**src/rtl/memory_arbiter.sv**
```systemverilog
// memory_arbiter: shares one memory (write address / write data / read address / read data
// stb-rdy channels) among N requesters. Each request channel has its own round-robin
// pointer; read responses are steered back to their issuer through a 2-deep in-order ID FIFO.
// All request paths are combinational, so no latency is added to the memory's own.
module memory_arbiter #(
  parameter  int N     = 4,
  parameter  int WIDTH = 16,
  parameter  int DEPTH = 256,
  localparam int AW    = $clog2(DEPTH),
  localparam int IW    = $clog2(N)
) (
  input  logic               clk,
  input  logic               rst,
  input  logic [N-1:0]       s_wa_stb,
  input  logic [N*AW-1:0]    s_wa_dat,
  output logic [N-1:0]       s_wa_rdy,
  input  logic [N-1:0]       s_wd_stb,
  input  logic [N*WIDTH-1:0] s_wd_dat,
  output logic [N-1:0]       s_wd_rdy,
  input  logic [N-1:0]       s_ra_stb,
  input  logic [N*AW-1:0]    s_ra_dat,
  output logic [N-1:0]       s_ra_rdy,
  output logic [N-1:0]       m_rd_stb,
  output logic [WIDTH-1:0]   m_rd_dat,
  input  logic [N-1:0]       m_rd_rdy,
  output logic               m_wa_stb,
  output logic [AW-1:0]      m_wa_dat,
  input  logic               m_wa_rdy,
  output logic               m_wd_stb,
  output logic [WIDTH-1:0]   m_wd_dat,
  input  logic               m_wd_rdy,
  output logic               m_ra_stb,
  output logic [AW-1:0]      m_ra_dat,
  input  logic               m_ra_rdy,
  input  logic               s_rd_stb,
  input  logic [WIDTH-1:0]   s_rd_dat,
  output logic               s_rd_rdy
);

  localparam int unsigned NU = N;

  logic [IW-1:0] r_wptr;
  logic [IW-1:0] r_rptr;
  logic [IW-1:0] r_id [2];
  logic          r_head;
  logic [1:0]    r_count;

  logic [N-1:0]  w_wr_elig;
  logic          w_wr_any;
  logic          w_rd_any;
  logic [IW-1:0] w_wr_win;
  logic [IW-1:0] w_rd_win;
  logic [IW-1:0] w_wr_next;
  logic [IW-1:0] w_rd_next;
  logic [IW-1:0] w_head_id;
  logic          w_full;
  logic          w_empty;
  logic          w_wr_acc;
  logic          w_rd_acc;
  logic          w_pop;

  assign w_wr_elig = s_wa_stb & s_wd_stb;
  assign w_full    = (r_count == 2'd2);
  assign w_empty   = (r_count == 2'd0);
  assign w_head_id = r_id[r_head];

  // Write round-robin: first eligible requester at or after r_wptr, wrapping
  always_comb begin
    logic [IW-1:0] w_idx;
    w_idx    = '0;
    w_wr_any = 1'b0;
    w_wr_win = '0;
    for (int unsigned k = 0; k < NU; k++) begin
      w_idx = IW'((32'(r_wptr) + k) % NU);
      if (!w_wr_any && w_wr_elig[w_idx]) begin
        w_wr_any = 1'b1;
        w_wr_win = w_idx;
      end
    end
  end

  // Read round-robin: first requesting reader at or after r_rptr, wrapping
  always_comb begin
    logic [IW-1:0] w_idx;
    w_idx    = '0;
    w_rd_any = 1'b0;
    w_rd_win = '0;
    for (int unsigned k = 0; k < NU; k++) begin
      w_idx = IW'((32'(r_rptr) + k) % NU);
      if (!w_rd_any && s_ra_stb[w_idx]) begin
        w_rd_any = 1'b1;
        w_rd_win = w_idx;
      end
    end
  end

  assign w_wr_next = (w_wr_win == IW'(N - 1)) ? '0 : w_wr_win + 1'b1;
  assign w_rd_next = (w_rd_win == IW'(N - 1)) ? '0 : w_rd_win + 1'b1;

  // Write channel: forward the winner's address/data, ready only to the winner
  always_comb begin
    m_wa_stb = w_wr_any;
    m_wd_stb = w_wr_any;
    m_wa_dat = s_wa_dat[32'(w_wr_win) * AW +: AW];
    m_wd_dat = s_wd_dat[32'(w_wr_win) * WIDTH +: WIDTH];
    s_wa_rdy = '0;
    if (w_wr_any) s_wa_rdy[w_wr_win] = m_wa_rdy & m_wd_rdy;
  end

  assign s_wd_rdy = s_wa_rdy;
  assign w_wr_acc = m_wa_stb & m_wa_rdy & m_wd_rdy;

  // Read address channel: issue only while the ID FIFO has room for the response tag
  always_comb begin
    m_ra_stb = w_rd_any & ~w_full;
    m_ra_dat = s_ra_dat[32'(w_rd_win) * AW +: AW];
    s_ra_rdy = '0;
    if (w_rd_any) s_ra_rdy[w_rd_win] = m_ra_rdy & ~w_full;
  end

  assign w_rd_acc = m_ra_stb & m_ra_rdy;

  // Response routing: steer memory read data to the requester at the FIFO head
  always_comb begin
    m_rd_dat = s_rd_dat;
    m_rd_stb = '0;
    if (s_rd_stb && !w_empty) m_rd_stb[w_head_id] = 1'b1;
    s_rd_rdy = ~w_empty & m_rd_rdy[w_head_id];
  end

  assign w_pop = s_rd_stb & s_rd_rdy;

  // Pointers and ID FIFO; the write slot is head+count mod 2 since depth is 2
  always_ff @(posedge clk) begin
    if (rst) begin
      r_wptr  <= '0;
      r_rptr  <= '0;
      r_head  <= 1'b0;
      r_count <= 2'd0;
      r_id[0] <= '0;
      r_id[1] <= '0;
    end else begin
      if (w_wr_acc) r_wptr <= w_wr_next;
      if (w_rd_acc) begin
        r_rptr                   <= w_rd_next;
        r_id[r_head ^ r_count[0]] <= w_rd_win;
      end
      if (w_pop) r_head <= ~r_head;
      case ({w_rd_acc, w_pop})
        2'b10:   r_count <= r_count + 2'd1;
        2'b01:   r_count <= r_count - 2'd1;
        default: r_count <= r_count;
      endcase
    end
  end

endmodule

```
**config.mk**
```make
export PLATFORM = sky130hd
export DESIGN_NAME = memory_arbiter
export DESIGN_NICKNAME = d
export VERILOG_FILES = /design/src/rtl/memory_arbiter.sv
export SDC_FILE = /design/constraint.sdc
export NUM_CORES = 1
export LEC_CHECK = 0
export ABC_AREA = 1
export CAP_MARGIN = 20
export CORE_MARGIN = 4
export CORE_UTILIZATION = 34
export CTS_CLUSTER_DIAMETER = 120
export DETAILED_ROUTE_END_ITERATION = 6
export HOLD_SLACK_MARGIN = 0.03
export PLACE_DENSITY = 0.81
export SYNTH_ARGS = -nofsm -noshare
export SYNTH_HDL_FRONTEND = slang
export SYNTH_SLANG_ARGS = --single-unit
```
**constraint.sdc**
```tcl
create_clock -name clk -period 2.1 [get_ports clk]
set_input_delay 0.21 -clock clk [delete_from_list [all_inputs] [get_ports clk]]
set_output_delay 0.21 -clock clk [all_outputs]
set_load 0.05 [all_outputs]
```
### Word-level counts from Yosys, hierarchy flattened

Memory sizes are Yosys's and may differ from the RTL's. A register that Yosys moved wholly into a read port is not among the register bits.
Cells that the tools add are included.

| operators by class | value |
|---|---|
| add/subtract/negate cells | 10 |
| magnitude comparators | 14 |
| equal/unequal tests | 5 |
| shift-type cells | 3 |
| muxes and demuxes | 56 |
| bitwise logic cells | 15 |
| reductions and logical operators | 20 |

Operators with widths:

| operator | number |
|---|---|
| $shiftx 32x6->8 | 2 |
| $shiftx 64x7->16 | 1 |
| $lt 2x3->1 const B | 11 |
| $mux 1 | 29 |
| $mux 2 | 11 |
| $bmux 1 s2 | 9 |
| $and 4x4->4 | 3 |
| $mux 4 | 3 |
| $add 2x1->2 const B | 5 |
| $logic_and 1x1->1 | 10 |
| $add 2x2->2 const B | 4 |
| $and 1x1->1 | 8 |
| $eq 2x2->1 const B | 4 |
| $logic_not 1->1 | 7 |
| $demux 1 s2 | 3 |
| $ge 2x1->1 const B | 3 |
| $pmux 2 s2 | 1 |
| $not 1->1 | 3 |
| $eq 2x1->1 const B | 1 |
| $logic_not 2->1 | 1 |
| $reduce_bool 2->1 | 1 |
| $reduce_or 2->1 | 1 |
| $sub 2x1->2 const B | 1 |
| $xor 1x1->1 | 1 |

| word-level totals | value |
|---|---|
| register bits | 7 |
| RAM bits | 4 |
| input bits | 166 |
| output and inout port bits | 68 |
| word-level logic and storage cells | 128 |
| memories | 1 |

Memories:

| name | depth | bits a word | read ports | clocked after Yosys merged registers in | wr ports | line | source |
|---|---|---|---|---|---|---|---|
| r_id | 2 | 2 | 1 | 1 | 2 | 44 | `logic [IW-1:0] r_id [2];` |

### Logic depth before layout (Yosys ltp)

Gate-level depths: netlist of run 1.

| depth | value |
|---|---|
| depth in word-level cells | 19 |
| depth in mapped cells | 16 |
| gate-level depth less buffers | 14 |

### Worst setup path after synthesis of run 1

OpenSTA, ideal clock, no wires.

| timing path | value |
|---|---|
| kind | register -> output |
| from | reg r_wptr[0] |
| to | out s_wd_rdy[1] |
| arrival time | 2956 ps |
| required time | 1890 ps |
| slack | -1066 ps |
| cell stages (with the launch flop) | 9 |
| buffers on the path | 2 |
| cell sequence | dfxtp_1 -> buf_4 -> nand3_1 -> nand2_1 -> nor2_1 -> nand4_1 -> nand2_1 -> nor3_1 -> buf_4 |

| on the way | value |
|---|---|
| elaborated cells on any way between the ends | 32 |
| those cells by class | add/sub: 3; order compare: 2; mux: 19; bitwise: 1; reduce/logical: 7 |

RTL lines:

| item | line | source |
|---|---|---|
| start: declaration | 42 | `logic [IW-1:0] r_wptr;` |
| start signal: assignment | 143 | `if (w_wr_acc) r_wptr <= w_wr_next;` |
| parallel branches: the longest is 11 deep, another holds $add 2x1->2 | - |  |
| $mux 1 (*) | 75 | `if (!w_wr_any && w_wr_elig[w_idx]) begin` |
| net m_wa_stb | 26 | `output logic m_wa_stb,` |
| $mux 4 (*) | 107 | `if (w_wr_any) s_wa_rdy[w_wr_win] = m_wa_rdy & m_wd_rdy;` |
| end: declaration | 19 | `output logic [N-1:0] s_wd_rdy,` |

Mark *: on every way through the listed nets, which the timed path passes. The select of a mux whose other input is x is not followed.

### Final worst setup path of run 1

| timing path | value |
|---|---|
| from | reg r_wptr[0] |
| to | out m_wd_dat[14] |

| on the way | value |
|---|---|
| longest elaborated chain between the ends | 13 |
| elaborated cells on any way between the ends | 25 |
| those cells by class | add/sub: 3; shift: 1; mux: 15; reduce/logical: 6 |

RTL lines:

| item | line | source |
|---|---|---|
| parallel branches: the longest is 11 deep, another holds $add 2x1->2 | - |  |
| $mux 2 (*) | 75 |  |
| $shiftx 64x7->16 (*) | 105 | `m_wd_dat = s_wd_dat[32'(w_wr_win) * WIDTH +: WIDTH];` |
| end: declaration | 30 | `output logic [WIDTH-1:0] m_wd_dat,` |

Every way passes the cells marked *. The select of a mux whose other input is x is not followed.

==> results of run 1 <==
## layout make-up
type,instances,area share (%)
well taps,105,1.92
clock buffers,4,0.805
inverters,50,3.26
flip-flops and latches,12,4.32
repair buffers,270,49.5
multi-input cells,451,40.1
diodes,2,0.0732
## report_power, final
part	total [mW]	switching, mW	internal (mW)
combinational	10.4	5.67	4.72
clock	0.258	0.0918	0.166
sequential	0.426	0.102	0.323
total	11.1	5.87	5.21
## through the flow
| stage | cell area (sq um) | utilization, % | total power [mW] | setup WS (ns) | instances |
|---|---|---|---|---|---|
| floorplan | 2930 | - | 4.72 | -0.329 | 563 |
| global placement | 5530 | 67.6 | 8.06 | -0.203 | 858 |
| detailed placement | 5530 | 67.6 | 8.15 | -0.250 | 858 |
| CTS | 6230 | 76.2 | 9.44 | -0.153 | 874 |
| global route | 6840 | 83.7 | 11.5 | -0.393 | 894 |
| finish | 6840 | 83.7 | 11.1 | -0.297 | 894 |
## worst max-delay path by stage
| stage | startpoint | endpoint | slack (ns) | cells after the start |
|---|---|---|---|---|
| global placement | s_wa_stb[3] | s_wa_rdy[1] | -0.20 | 13 |
| CTS | r_wptr[0]$_SDFFE_PP0P_ | m_wd_dat[12] | -0.15 | 12 |
| detailed placement | s_wd_stb[3] | m_wd_dat[14] | -0.25 | 13 |
| finish | r_wptr[0]$_SDFFE_PP0P_ | m_wd_dat[14] | -0.30 | 14 |
| floorplan | r_wptr[0]$_SDFFE_PP0P_ | s_wd_rdy[3] | -0.33 | 10 |
| global route | r_wptr[0]$_SDFFE_PP0P_ | m_wd_dat[14] | -0.39 | 14 |
## flip-flops by register name (all words and copies together), names as in the netlist, named ones only
name / cells
r_count: 2
r_rptr: 2
r_head: 1
r_id: 4
r_wptr: 2
## kinds of logic after synthesis
group	after synthesis	synth area share (%)
adders and majority gates	3	1.32
and+or+nand+nor	433	66.8
xor gates and xnor gates	1	0.307
AOI/OAI and AO/OA	14	2.50
DFF	12	9.83
buffers and inverters	100	19.2
## cells in the mapped netlist (3+ instances only)
master / n
a21oi_1: 6
dfxtp_1: 8
inv_1: 43
nand3_1: 67
nand2_2: 5
nand2_1: 296
inv_2: 6
nor2_1: 20
o21ai_0: 5
ha_1: 3
nand3b_1: 4
edfxtp_1: 4
nand4_1: 19
nand3_2: 15
buf_2: 16
nor3_1: 5
buf_6: 7
buf_4: 26
## layout by cell type, fill, tap and decap left out, types with 2 or more instances in the layout
cell type / instances
a21oi_1: 5
buf_12: 59
buf_16: 3
buf_4: 25
buf_6: 24
buf_8: 6
clkbuf_16: 4
clkbuf_8: 4
clkdlybuf4s50_1: 137
dfxtp_1: 4
dfxtp_4: 4
diode_2: 2
dlygate4sd2_1: 12
edfxtp_1: 4
ha_4: 2
inv_1: 35
inv_2: 8
inv_4: 4
nand2_1: 202
nand2_2: 74
nand2_4: 24
nand3_1: 39
nand3_2: 32
nand3_4: 12
nand3b_1: 4
nand4_1: 19
nor2_1: 11
nor2_4: 9
nor3_1: 3
nor3_4: 2
o21ai_1: 7
## routing by layer
| metal | global-route usage (%) | vias up |
|---|---|---|
| met3 | 4.77 | 89 |
| met1 | 27.9 | 2217 |
| met5 | 0 | - |
| met2 | 50.2 | 306 |
| met4 | 10.8 | 0 |
| li1 | - | 2217 |
## repair_timing
action,in CTS,in global routing
setup buffers,8,18
setup endpoints to repair,45,47
cloned,4,4
resized for setup,144,116
pin swaps,23,37
==> results.md, run 1 <==
- Die width: 99.6 microns
- Routed wire per std cell: 18.7 microns
- Number of enable flip-flop cells after synthesis: 4
- Number of global-route vias before repair: 4468
- Min-Delay Path Depth: 0
- Later-pin clock latency in the skew report: 0.24 ns
- Cell Rows: 33
- Status: finished with violations
- CP endpoint kind: output pin
- RSZ-0062 raised after global routing: yes
- GPL Wtd Cong: 0.919
- Mean area per synthesized cell: 5.06 sq um
- Final hold vios: 0
- Critical Path AT: 2.19 ns
- VDD IR-drop max: 2.30 mV
- Period minus WS final: 2.40 ns
- FILL cells: 444
- Core box area: 8180 sq um
- Layout cells sized above 1: 38.5%
- Total of max-cap violations: 0
- Crit Path Class: register to output pin
- Routed wl met2: 8520 microns
- First-pass GRT wire length: 21500 microns
- Initial antenna violation count: 2
- Area of the multi-input gates: 2740 sq um
- RR Endpoint: r_rptr[0]$_SDFFE_PP0N_
- Routed vias/inst: 5.40
- # hold bufs at CTS: 0
- Largest net degree at the start of global routing: 25
- Overflow after GRT: 0
- Yosys Warn Count: 0
- Drt pass-1 iters: 5
- Slew at the pin closest to its max-slew limit: 0.389 ns
- CP delay by family, top: simple AND/OR/NAND/NOR gates
- Deepest clock path buffer count: 2
- Hold crit path type: input pin to output pin
- Net count, final: 957
- Failing checks: setup timing
- Via count: 4829
- Worst path buffer plus inverter count: 4
- Htree depth: 1
- Initial DRC Count: 293
- Hold WS: 0.420 ns
- GRT Util Overall: 26.2%
- Final setup TNS: -11.04 ns
- Top Layer Used: met4
- Antenna-violating nets left: 0
- Required time worst endpoint: 1.89 ns
- TritonCTS clock tree: built
- Register bit total from synthesis: 12
- Final period utilization: 114%
- Worst Clk Skew: 0.00257 ns
- CP Max Fanout: 13
- Final worst-path setup slack: -0.297 ns
- Post-synthesis sequential area ratio: 9.83%
- CTS Buf Count: 3
- Final Slew Violations: 0
- Endpoints failing setup: 51
- Yosys top cell area share: 39.0%
- Met3 WL: 1360 microns
- Routed WL: 16700 microns
- Syn Std Cell Area: 2850 sq um
- Slew margin rel.: 73.9%
- Layout area overhead: 140%
- Crit path largest cell delay: 0.45 ns
- Hold Path End: m_rd_dat[14]
- Setup crit start kind: register
- CTS Sinks: 12
- Initial Util: 34.9%
- FF+latch area: 295 sq um
- Reg-to-reg slack, setup: -0.08 ns
- Hold path startpoint: s_rd_dat[14]
- Cell Pwr Density: 1620 nW/um^2
- Fmax: 417 MHz
- Crit path top cell by count: nand2_2
- Most used flip-flop cell after synthesis: dfxtp_1
- IO Pins: 234
- R2R Path Start: r_rptr[0]$_SDFFE_PP0N_
- CP max stage cell: dfxtp_4
- Clock transition at the registers of the reported paths: 0.05 ns
- Yosys cell types: 25
- Share of flip-flops with an asynchronous set or reset: 0%
- Met1 Wirelength: 5790 microns
- Area leader, netlist: nand2_1
- Clock Tree Root: clkbuf_8
- Final HPWL DP: 10100 microns
- Die Y: 99.6 microns
- Die area: 9920 sq um
- R2R cell count: 17
- Synth Net Count: 732
- Cells after Synth: 563
- Synth top area cells: nand2_1 (39%), nand3_1 (12%), buf_4 (6.8%)
- Worst path cell trace: clkinv_8, nand3_2, nand2_2, nand2_2, nand2_2, a21oi_4, nand2_4, buf_8, buf_8, nand3_1, nand2_1, nand2_1, nand2_2, buf_12
- Remaining DRCs: 0
- Number of buffers added on ports: 201
- Lkg Pwr: 3.32 nW
Note: power is estimated with default switching activity, not from simulation.
==> run 2, diff against run 1 <==
--- a/config.mk
+++ b/config.mk
@@ -5,14 +5,13 @@
 export SDC_FILE = /design/constraint.sdc
 export NUM_CORES = 1
 export LEC_CHECK = 0
-export ABC_AREA = 1
 export CAP_MARGIN = 20
 export CORE_MARGIN = 4
-export CORE_UTILIZATION = 34
+export CORE_UTILIZATION = 27
 export CTS_CLUSTER_DIAMETER = 120
 export DETAILED_ROUTE_END_ITERATION = 6
 export HOLD_SLACK_MARGIN = 0.03
-export PLACE_DENSITY = 0.81
+export PLACE_DENSITY = 0.79
 export SYNTH_ARGS = -nofsm -noshare
 export SYNTH_HDL_FRONTEND = slang
 export SYNTH_SLANG_ARGS = --single-unit
==> results.md, run 2 <==
- Status: finished with violations
- Failing checks: setup timing
- Main combinational cell family by area after synthesis: simple AND/OR/NAND/NOR gates
- Final setup TNS: -4.55 ns (+6.49 ns)
- Later-pin clock latency in the skew report: 0.24 ns (about the same)
- # hold bufs at CTS: 0 (unchanged)
- Mean area per synthesized cell: 6.83 sq um (+35%)
- Syn Std Cell Area: 1970 sq um (-31%)
- Endpoints failing setup: 33 (-35%)
- CP delay by family, top: buffers and inverters
- Final Slew Violations: 0 (unchanged)
- Required time worst endpoint: 1.89 ns (about the same)
- Synth top area cells: nand2_1 (16%), mux2i_1 (13%), a32oi_1 (11%)
- Layout area overhead: 195%
- TritonCTS clock tree: built
- Total of max-cap violations: 0 (unchanged)
- Overflow after GRT: 0 (unchanged)
- Clock transition at the registers of the reported paths: 0.05 ns (about the same)
- Period minus WS final: 2.32 ns (-0.0739 ns)
- Die area: 8710 sq um (-12%)
- Synth Area in Compound Gates: 24.4% (+22 points)
- CP Max Fanout: 7 (-6)
- Number of enable flip-flop cells after synthesis: 4 (unchanged)
- Initial DRC Count: 133 (-55%)
- Layout cells sized above 1: 45.5% (+7.0 points)
- GRT met1 Usage: 24.9% (-3.0 points)
- VDD IR-drop max: 0.411 mV (-82%)
- Die Y: 93.4 microns (-6.3%)
- First-pass GRT wire length: 18200 microns (-15%)
- Non-Filler Instances: 607 (-32%)
- Area leader, netlist: nand2_1
- Yosys Warn Count: 0 (unchanged)
- Hold crit path type: input pin to output pin
- Post-synth top cells: nand2_1 (84), a21oi_1 (32), mux2i_1 (26)
- CTS Sinks: 12 (unchanged)
- Initial antenna violation count: 1 (-1)
- Slew at the pin closest to its max-slew limit: 0.449 ns (+0.0605 ns)
- Via count: 3343 (-31%)
- Post-synthesis mux area share: 15.7% (+16 points)
- Most common cell in the netlist: nand2_1
- Worst path cell trace: buf_6, nand4b_1, o31a_1, nand3_4, inv_8, clkbuf_16, nand2_1, a32oi_2, buf_12
- Share of flip-flops with an asynchronous set or reset: 0% (unchanged)
- Top reg by flops: r_id
- Commonest non-fill, non-tap cell in the layout: clkdlybuf4s50_1
- Placed cell areas: 4940 sq um (-11%)
- Cell Pwr Density: 657 nW/um^2 (-59%)
- FILL cells: 321 (-28%)
- Cell Rows: 30 (-9.1%)
- Max FFs per register: 4 (unchanged)
- Net count, final: 681 (-29%)
- Most used flip-flop cell after synthesis: dfxtp_1
- Drt pass-1 iters: 4 (-1)
- Most frequent cells in the layout: clkdlybuf4s50_1 (137), nand2_1 (59), buf_12 (57)
- Worst Clk Skew: 0.00624 ns (+0.00368 ns)
- Largest net degree at the start of global routing: 26 (+4.0%)
- Synth Net Count: 457 (-38%)
- Initial Util: 28.3% (-6.6 points)
- Post-synthesis sequential area ratio: 14.2% (+4.4 points)
- Register bit total from synthesis: 12 (unchanged)
- Post-Synth Adder-Cell Area: 1.91% (+0.59 points)
- Number of global-route vias before repair: 3594 (-20%)
- Final period utilization: 111% (-3.5 points)
- Synth Area in XOR/XNOR: 2.61% (+2.3 points)
- Yosys cell types: 42 (+68%)
- Deepest clock path buffer count: 2 (unchanged)
- GRT Util Overall: 26.7% (+0.43 points)
- Cells after Synth: 288 (-49%)
- Final HPWL DP: 8420 microns (-17%)
- Fmax: 430 MHz (+3.2%)
- CTS Buf Count: 3 (unchanged)
- Clock Tree Root: clkbuf_8
- Crit Path Class: register to output pin
- Grt met2 use: 51.0% (+0.78 points)
- Number of buffers added on ports: 201 (unchanged)
- GR Util met3: 9.49% (+4.7 points)
- Remaining DRCs: 0 (unchanged)
- Routed wire per std cell: 23.5 microns (+26%)
- Routed vias/inst: 5.51 (+2.0%)
- Simple-Gate Fraction of Synth Area: 26.7% (-40 points)
- Lkg Pwr: 2.27 nW (-31%)
- Slew margin rel.: 70.0% (-3.9 points)
- Antenna-violating nets left: 0 (unchanged)
- Setup crit start kind: register
- Critical Path AT: 2.11 ns (-0.08 ns)
- CP max stage cell: dfxtp_2
- Final worst-path setup slack: -0.223 ns (+0.0739 ns)
- Final hold vios: 0 (unchanged)
- IO Pins: 234 (unchanged)
- Worst path buffer plus inverter count: 4 (unchanged)
- GPL Wtd Cong: 0.820 (-11%)
- Post-route cell area: 5810 sq um (-15%)
- Core box area: 6940 sq um (-15%)
- Routed WL: 14300 microns (-14%)
- Crit path largest cell delay: 0.34 ns (-0.11 ns)
- Placed Instances: 577 (-33%)
- Htree depth: 1 (unchanged)
- CP endpoint kind: output pin
- Die width: 93.4 microns (-6.3%)
- Yosys top cell area share: 16.0% (-23 points)
- RSZ-0062 raised after global routing: yes
- Busiest grt layer: met2
- Hold WS: 0.420 ns (+0.00000800 ns)
run 2: kinds of logic after synthesis:
family / count (synthesis)
AND/OR/NAND/NOR: 121
XOR/XNOR: 5
AO/OA/AOI/OAI: 70
multiplexers: 29
adder cells (fa/ha/maj): 3
buffers and inverters: 48
flip-flops: 12
run 2: report_power, final:
part / leakage, nW / switching [mW] / internal (mW)
Sequential: 0.111 / 0.0652 / 0.308
Combinational: 2.14 / 1.62 / 1.62
Clock: 0.0216 / 0.0819 / 0.126
run 2: path summary, 6_finish.rpt:
path | depth (start not counted) | start | slack [ns] | end
worst max-delay path | 9 | r_wptr[1]$_SDFFE_PP0P_ | -0.22 | m_wa_dat[6]
worst max register to register | 6 | r_id[0][0]$_SDFFCE_PN0P_ | -0.02 | r_count[1]$_SDFFE_PP0P_
worst min-delay path | 0 | s_rd_dat[14] | 0.42 | m_rd_dat[14]
worst min register to register | 2 | r_rptr[0]$_SDFFE_PP0N_ | 0.48 | r_rptr[0]$_SDFFE_PP0N_
run 2: final cells by class:
| class | count | area (sq um) | share of cell area (%) |
|---|---|---|---|
| clock buffer | 3 | 41.3 | 0.711 |
| antenna | 1 | 2.50 | 0.0431 |
| timing repair inverter | 2 | 12.5 | 0.215 |
| tap | 96 | 120 | 2.07 |
| multi-input combinational | 228 | 2100 | 36.2 |
| sequential | 12 | 292 | 5.02 |
| timing repair buffer | 258 | 3200 | 55.1 |
| inverter | 7 | 41.3 | 0.711 |
run 2: timing repair:
action                                  in CTS  in global routing
pin swaps                                   30                 24
gates cloned                                 8                  4
gates resized for setup                     72                 50
setup buffers                               14                  3
endpoints found under the setup margin      44                 42
run 2: metrics by stage:
step	util (%)	worst slack [ns]	total power, mW
2_1_floorplan	-	-0.0482	1.89
3_5_place_dp	71.1	-0.306	3.10
5_1_grt	83.7	-0.255	3.97
3_3_place_gp	71.1	-0.233	3.05
6_report	83.7	-0.223	3.82
4_1_cts	79.5	-0.0938	3.61
run 2: routing by layer:
layer / share of wire (%) / up-vias / routed length (microns)
li1: - / 1469 / -
met1: 34 / 1614 / 4800
met2: 53 / 212 / 7560
met3: 9.5 / 48 / 1360
met4: 4.0 / 0 / 574
met5: 0 / - / 0
run 2: worst register-to-register path, delay by kind of cell, from the launching register on:
family	cells	cell delay (ns)
simple gates	2	0.54
fa+ha+maj	1	0.24
mux	2	0.75
compound gates	1	0.13
flops	1	0.37
==> run 3, diff against run 2 <==
--- a/config.mk
+++ b/config.mk
@@ -5,13 +5,14 @@
 export SDC_FILE = /design/constraint.sdc
 export NUM_CORES = 1
 export LEC_CHECK = 0
+export ABC_AREA = 1
 export CAP_MARGIN = 20
 export CORE_MARGIN = 4
-export CORE_UTILIZATION = 27
+export CORE_UTILIZATION = 34
 export CTS_CLUSTER_DIAMETER = 120
 export DETAILED_ROUTE_END_ITERATION = 6
 export HOLD_SLACK_MARGIN = 0.03
-export PLACE_DENSITY = 0.79
+export PLACE_DENSITY = 0.81
 export SYNTH_ARGS = -nofsm -noshare
 export SYNTH_HDL_FRONTEND = slang
 export SYNTH_SLANG_ARGS = --single-unit
==> results of run 3 <==
No change in the layout: final DEF, timing and power equal those of run 1.
